$ cat src/rtl/uart_tx_arbiter.sv
// Two-source AXI-Stream packet arbiter feeding one UART transmitter, with round-robin
// contention and a single output register stage. Define TX_ARB_TIMEOUT_EN to enable the stall timeout.
module uart_tx_arbiter #(
    parameter int DATA_WIDTH     = 8,
    parameter int TIMEOUT_CYCLES = 65535
) (
    input  logic                  clk,
    input  logic                  arstn,
    input  logic [DATA_WIDTH-1:0] s0_axis_tdata,
    input  logic                  s0_axis_tvalid,
    input  logic                  s0_axis_tlast,
    output logic                  s0_axis_tready,
    input  logic [DATA_WIDTH-1:0] s1_axis_tdata,
    input  logic                  s1_axis_tvalid,
    input  logic                  s1_axis_tlast,
    output logic                  s1_axis_tready,
    output logic [DATA_WIDTH-1:0] m_axis_tdata,
    output logic                  m_axis_tvalid,
    output logic                  m_axis_tlast,
    input  logic                  m_axis_tready,
    output logic [1:0]            grant,
    output logic                  timeout_error
);

    if (TIMEOUT_CYCLES < 1 || TIMEOUT_CYCLES > 65535) begin : g_bad_timeout
        $error("TIMEOUT_CYCLES must lie in 1..65535");
    end

    typedef enum logic [1:0] {
        IDLE   = 2'd0,
        GRANT0 = 2'd1,
        GRANT1 = 2'd2
    } state_t;

    state_t                  state_reg, state_next;
    logic                    last_served_reg, last_served_next;
    logic [DATA_WIDTH-1:0]   tdata_reg;
    logic                    tvalid_reg;
    logic                    tlast_reg;

    logic                    out_free;
    logic                    accept;
    logic [DATA_WIDTH-1:0]   sel_data;
    logic                    sel_last;
    logic                    timeout_hit;

    // Output stage can take a new beat when empty or draining this cycle.
    assign out_free = !tvalid_reg || m_axis_tready;

    always_comb begin
        state_next       = state_reg;
        last_served_next = last_served_reg;
        s0_axis_tready   = 1'b0;
        s1_axis_tready   = 1'b0;
        accept           = 1'b0;
        sel_data         = s0_axis_tdata;
        sel_last         = s0_axis_tlast;
        grant            = 2'b00;
        unique case (state_reg)
            IDLE: begin
                if (s0_axis_tvalid && s1_axis_tvalid)
                    state_next = last_served_reg ? GRANT0 : GRANT1;
                else if (s0_axis_tvalid)
                    state_next = GRANT0;
                else if (s1_axis_tvalid)
                    state_next = GRANT1;
            end
            GRANT0: begin
                grant          = 2'b01;
                s0_axis_tready = out_free;
                accept         = s0_axis_tvalid && out_free;
                if ((accept && s0_axis_tlast) || timeout_hit) begin
                    state_next       = IDLE;
                    last_served_next = 1'b0;
                end
            end
            GRANT1: begin
                grant          = 2'b10;
                s1_axis_tready = out_free;
                accept         = s1_axis_tvalid && out_free;
                sel_data       = s1_axis_tdata;
                sel_last       = s1_axis_tlast;
                if ((accept && s1_axis_tlast) || timeout_hit) begin
                    state_next       = IDLE;
                    last_served_next = 1'b1;
                end
            end
            default: state_next = IDLE;
        endcase
    end

    always_ff @(posedge clk) begin
        if (!arstn) begin
            state_reg       <= IDLE;
            last_served_reg <= 1'b1;
            tdata_reg       <= '0;
            tvalid_reg      <= 1'b0;
            tlast_reg       <= 1'b0;
        end else begin
            state_reg       <= state_next;
            last_served_reg <= last_served_next;
            if (accept) begin
                tdata_reg  <= sel_data;
                tlast_reg  <= sel_last;
                tvalid_reg <= 1'b1;
            end else if (m_axis_tready) begin
                tvalid_reg <= 1'b0;
            end
        end
    end

    assign m_axis_tdata  = tdata_reg;
    assign m_axis_tvalid = tvalid_reg;
    assign m_axis_tlast  = tlast_reg;

`ifdef TX_ARB_TIMEOUT_EN
    localparam logic [15:0] STALL_LIMIT = 16'(TIMEOUT_CYCLES - 1);

    logic [15:0] stall_cnt_reg, stall_cnt_next;
    logic        timeout_error_reg;
    logic        granted_valid;

    // A stall is only a cycle where the owner has nothing to offer; backpressure does not count.
    always_comb begin
        granted_valid  = 1'b0;
        if (state_reg == GRANT0)
            granted_valid = s0_axis_tvalid;
        else if (state_reg == GRANT1)
            granted_valid = s1_axis_tvalid;
        timeout_hit    = (state_reg != IDLE) && !granted_valid && (stall_cnt_reg == STALL_LIMIT);
        stall_cnt_next = stall_cnt_reg;
        if (state_reg == IDLE || accept || state_next != state_reg)
            stall_cnt_next = '0;
        else if (!granted_valid)
            stall_cnt_next = stall_cnt_reg + 16'd1;
    end

    always_ff @(posedge clk) begin
        if (!arstn) begin
            stall_cnt_reg     <= '0;
            timeout_error_reg <= 1'b0;
        end else begin
            stall_cnt_reg <= stall_cnt_next;
            if (timeout_hit)
                timeout_error_reg <= 1'b1;
        end
    end

    assign timeout_error = timeout_error_reg;
`else
    assign timeout_hit   = 1'b0;
    assign timeout_error = 1'b0;
`endif

endmodule

$ cat config.mk
export PLATFORM = sky130hd
export DESIGN_NAME = uart_tx_arbiter
export DESIGN_NICKNAME = d
export VERILOG_FILES = /design/src/rtl/uart_tx_arbiter.sv
export SDC_FILE = /design/constraint.sdc
export NUM_CORES = 1
export LEC_CHECK = 0
export ABC_AREA = 0
export CAP_MARGIN = 10
export CORE_MARGIN = 3
export CORE_UTILIZATION = 42
export DETAILED_ROUTE_END_ITERATION = 8
export PLACE_DENSITY = 0.87
export RECOVER_POWER = 100
export SYNTH_ARGS = -nofsm -noshare
export SYNTH_HDL_FRONTEND = slang
export SYNTH_SLANG_ARGS = --single-unit
$ cat constraint.sdc
create_clock -name clk -period 2.6 [get_ports clk]
set_input_delay 0.39 -clock clk [delete_from_list [all_inputs] [get_ports clk]]
set_output_delay 0.39 -clock clk [all_outputs]
set_load 0.01 [all_outputs]
==> flow_summary.yaml, run 1 <==
sta:
  rsz0062_at_grt: "no"
  period_share: 0.868
  timing.final.ws_setup_ns: 0.342
  finalHoldViolations: 0
  tightest_slew_ns: 0.627
  fin_crit_ns: 2.26
  slew_headroom: 0.582
  fin_setup_tns_ns: 0
  setup_viol: 0
  clock-skew-final_ns: 0.00369
  fmax_mhz: 443
  slew_viol_final: 0
yosys:
  synth_area_per_cell_um2: 8.77
  synth_area_um2: 754
  synthTopCellsByArea: "dfxtp_1 (34%), mux2_2 (13%), nand3_1 (6.6%)"
  ys_seq_area_frac: 0.345
  synth-seq-cells: 13
  syn_nets: 112
  synthArstFlopShare: 0
  synth_edf_count: 0
  synth_ff_type: "dfxtp_1"
  ys_warn_count: 0
  ys_types: 25
  yosys.area.top_type_share: 0.345
  synth_top_area_cell: "dfxtp_1"
  synthCells: 86
floorplanning:
  die_area_mm2: 0.00234
  ios: 38
  core_area_mm2: 0.00159
  start_util: 0.473
  dieWidth_um: 48.4
  die_y_um: 48.4
  rows: 14
finish:
  multiInputGateArea_um2: 429
  fillerInstances: 118
  syn_to_final_growth_pct: 51.1
  drive_above_1_share: 0.156
  regArea_um2: 260
  postLayoutCoreUtil: 0.715
  layout.nets: 149
  stdcell_area_mm2: 0.00114
  num_antenna_cells: 0
  largest_reg_flops: 8
setup_path:
  crit_arrival_ns: 1.87
  crit_slowest_cell: "clkdlybuf4s50_1"
  rr_worst_depth: 7
  startpoint_type: "input pin"
  cp_slowest_stage_delay_ns: 0.53
  critPathKind: "in -> out"
  path_cells: "clkdlybuf4s50_1, nand2b_1, and2_2, clkdlybuf4s50_1"
  cp.required_ns: 2.21
  worst-path-max-fanout: 6
  crit_path_end_kind: "output port"
  crit_top_cell: "clkdlybuf4s50_1"
routing:
  vias: 751
  routed_wl_um: 1820
  drt_iter0_drc: 4
  drt_first_pass_iters: 4
  drc_errors: 0
  final_antenna_net_count: 0
  wl_per_cell_um: 12.5
  vias_per_cell: 5.14
clock_network:
  cts.sinks: 13
  cts_resized: 0
  cts_tree: "built"
  cts_root_buf: "clkbuf_4"
  post_cts_buffers: 0
  clk_latency_ns: 0.28
  cts_buffers: 3
  cts_max_path_buffers: 2
  htreeDepth: 1
  hold_buffers: 0
  path_clk_slew_ns: 0.08
pwr:
  leakage_uw: 0.000464
  clkPwrFrac: 0.177
  combPwrFrac: 0.477
  p_int_uw: 472
  switchingPower_uw: 245
  p_sw_frac: 0.342
  powerDensity_mw_per_mm2: 629
  power.ir.vdd_worst_uv: 521
  seqPwrFrac: 0.346
global_route:
  grt_max_degree: 25
  grt_pass1_vias: 712
  grt_pass1_wl_um: 3060
  use_met1: 0.172
  grt_use_total: 0.161
  antenna_found_initial: 0
  gr-total-overflow: 0
  gr-usage-met3: 0.0644
  top_usage_layer: "met2"
  met2_usage: 0.289
worst_hold_path:
  min_path_cells: 2
  hold_path.class: "reg -> reg"
run_status:
  status: "complete, no violations"
flow_run:
  cap_violations: 0
placed_design:
  place_congestion: 0.900
  hpwl_um: 1420
  port_buffers: 36
  placed_cell_area_mm2: 0.00112
  dpl_worst_slack_ns: 0.522
metrics by stage:
step                      cells  hold WS, ns  power, µW
after floorplan              86        0.455        482
after global placement      142        0.445        598
after detailed placement    142        0.455        613
after CTS                   146        0.466        739
after global routing        146        0.500        767
final                       146        0.467        717
cell type report:
cell class                      instances  share of cell area
Clock buffer                            4              0.0231
Sequential cell                        13               0.228
Timing Repair Buffer                   38               0.326
Inverter                                6              0.0198
Tap cell                               24              0.0263
Multi-Input combinational cell         61               0.377
critical path, delay by kind of cell:
| kind | cells | cell delay (ns) |
|---|---|---|
| buffers and inverters | 2 | 0.98 |
| AND/OR/NAND/NOR | 2 | 0.50 |
logic make-up after synthesis:
family	count (synthesis)	share of synthesized area
simple gates	29	0.222
compound gates	18	0.154
flops	13	0.345
buf+inv	12	0.0763
mux	10	0.148
fa+ha+maj	3	0.0498
other cells	1	0.00497
worst paths after layout:
path | startpoint | end | slack, ns
worst min-delay path | m_axis_tdata[6] | m_axis_tdata[6] | 0.47
worst min register to register | m_axis_tdata[6] | m_axis_tdata[6] | 0.47
worst max register to register | state_reg[0] | m_axis_tdata[2] | 0.62
worst max-delay path | m_axis_tready | s1_axis_tready | 0.34
power by group through the flow:
stage | clock network (µW) | registers, µW | logic, µW
2_1_floorplan | 0 | 257 | 225
3_3_place_gp | 0 | 251 | 347
3_5_place_dp | 0 | 254 | 359
4_1_cts | 128 | 250 | 361
5_1_grt | 140 | 252 | 375
6_report | 127 | 248 | 342
placed cells by master, fill, tap and decap left out, types with 2 or more instances in the layout:
master and instances:
clkdlybuf4s50_1 24, o21ai_0 11, dlygate4sd3_1 12, clkbuf_1 2, mux2_2 9, nand2_1 12, inv_1 6, and2_2 2
nand3_1 10, dfxtp_1 13, ha_1 3, nand3_4 2, clkbuf_4 3
per-layer routing:
metal | part of all wire | vias to the layer above
met5 | 0 | -
met2 | 0.49 | 40
met3 | 0.10 | 2
met1 | 0.40 | 340
li1 | - | 369
met4 | 0.010 | 0
Yosys cell counts, types with 2 or more instances:
library cell   n
buf_4          3
inv_1          6
nand3_4        2
and2_2         2
o21ai_0        9
dfxtp_1       13
o21ai_1        2
ha_1           3
clkbuf_1       2
nand2_1       12
nand3_1       10
mux2_2         9
Power figures use the tool's default switching activity.
==> run 2: changes to the inputs <==
--- a/config.mk
+++ b/config.mk
@@ -5,10 +5,10 @@
 export SDC_FILE = /design/constraint.sdc
 export NUM_CORES = 1
 export LEC_CHECK = 0
-export ABC_AREA = 0
 export CAP_MARGIN = 10
 export CORE_MARGIN = 3
 export CORE_UTILIZATION = 42
+export CTS_BUF_LIST = sky130_fd_sc_hd__clkbuf_16
 export DETAILED_ROUTE_END_ITERATION = 8
 export PLACE_DENSITY = 0.87
 export RECOVER_POWER = 100
==> flow_summary.yaml, run 2 (same netlist as run 1, synthesis figures left out) <==
run_status:
  status: "complete, no violations"
clock_network:
  htreeDepth: 1
  hold_buffers: 0
  cts.sinks: 13
  cts_root_buf: "clkbuf_16"
  cts_buffers: 3
  path_clk_slew_ns: 0.04
  post_cts_buffers: 0
  cts_max_path_buffers: 2
  cts_tree: "built"
  cts_resized: 0
  clk_latency_ns: 0.24
sta:
  slew_viol_final: 0
  fin_setup_tns_ns: 0
  fmax_mhz: 442
  rsz0062_at_grt: "no"
  timing.final.ws_setup_ns: 0.337
  setup_viol: 0
  finalHoldViolations: 0
  fin_crit_ns: 2.26
  tightest_slew_ns: 0.634
  period_share: 0.870
  clock-skew-final_ns: 0.00170
  slew_headroom: 0.577
pwr:
  powerDensity_mw_per_mm2: 735
  power.ir.vdd_worst_uv: 523
  p_total_uw: 876
  leakage_uw: 0.000491
floorplanning:
  dieWidth_um: 48.4
  start_util: 0.473
  ios: 38
  rows: 14
  core_area_mm2: 0.00159
  die_area_mm2: 0.00234
  die_y_um: 48.4
global_route:
  grt_use_total: 0.171
  gr-total-overflow: 0
  grt_pass1_vias: 738
  grt_pass1_wl_um: 3170
  antenna_found_initial: 0
  grt_max_degree: 25
finish:
  final_cell_mix: "clkdlybuf4s50_1 (24), dfxtp_1 (13), nand2_1 (12), dlygate4sd3_1 (12), o21ai_0 (11)"
  layout.nets: 149
  drive_above_1_share: 0.156
  syn_to_final_growth_pct: 58.0
  largest_reg_flops: 8
  fillerInstances: 110
  final_common_cell: "clkdlybuf4s50_1"
  num_antenna_cells: 0
  stdcell_area_mm2: 0.00119
routing:
  drt_first_pass_iters: 4
  wl_per_cell_um: 12.7
  vias: 746
  drc_errors: 0
  final_antenna_net_count: 0
  drt_iter0_drc: 9
  vias_per_cell: 5.11
  routed_wl_um: 1850
setup_path:
  crit_path_end_kind: "output port"
  cp.required_ns: 2.21
  startpoint_type: "input pin"
  worst-path-max-fanout: 6
  critPathKind: "in -> out"
  crit_arrival_ns: 1.87
worst_hold_path:
  hold_path.class: "reg -> reg"
placed_design:
  placed_cell_area_mm2: 0.00112
  hpwl_um: 1420
  place_congestion: 0.900
  port_buffers: 36
  dpl_worst_slack_ns: 0.522
flow_run:
  cap_violations: 0
==> run 2: worst max-delay path: stages <==
cell,delay (ns)
clkdlybuf4s50_1,0.45
nand2b_1,0.30
and2_2,0.20
clkdlybuf4s50_1,0.53
==> run 2: report_power, final <==
part	total (µW)	switching (µW)	internal, µW
Sequential	250	18.1	231
Clock	284	81.8	203
Combinational	342	160	182
==> run 2: final timing paths <==
kind	start	to	slack [ns]	cells past startpoint
setup / recovery	m_axis_tready	s1_axis_tready	0.34	4
hold / removal	m_axis_tdata[6]	m_axis_tdata[6]	0.46	2
setup reg to reg	state_reg[0]	m_axis_tdata[2]	0.64	7
hold reg to reg	m_axis_tdata[6]	m_axis_tdata[6]	0.46	2
==> run 2: layout make-up <==
| cell class | count | area, µm² | share of cell area |
|---|---|---|---|
| clock buffers | 3 | 75.1 | 0.0630 |
| clock inverters | 1 | 3.75 | 0.00315 |
| inverters | 6 | 22.5 | 0.0189 |
| multi-input cells | 61 | 429 | 0.360 |
| flip-flops and latches | 13 | 260 | 0.218 |
| well taps | 24 | 30.0 | 0.0252 |
| repair buffers | 38 | 372 | 0.312 |
==> run 2: per-layer routing <==
metal	vias up	track usage	wire, µm	part of all wire
met5	-	0	0	0
met4	0	0.0806	25	0.014
met3	4	0.0736	152	0.082
met2	32	0.300	910	0.49
met1	343	0.174	759	0.41
li1	367	-	-	-
==> run 2: stage by stage <==
step | cells | util | hold slack [ns]
2_1_floorplan | 86 | - | 0.455
3_3_place_gp | 142 | 0.706 | 0.445
3_5_place_dp | 142 | 0.706 | 0.455
4_1_cts | 146 | 0.755 | 0.462
5_1_grt | 146 | 0.748 | 0.493
6_report | 146 | 0.748 | 0.463
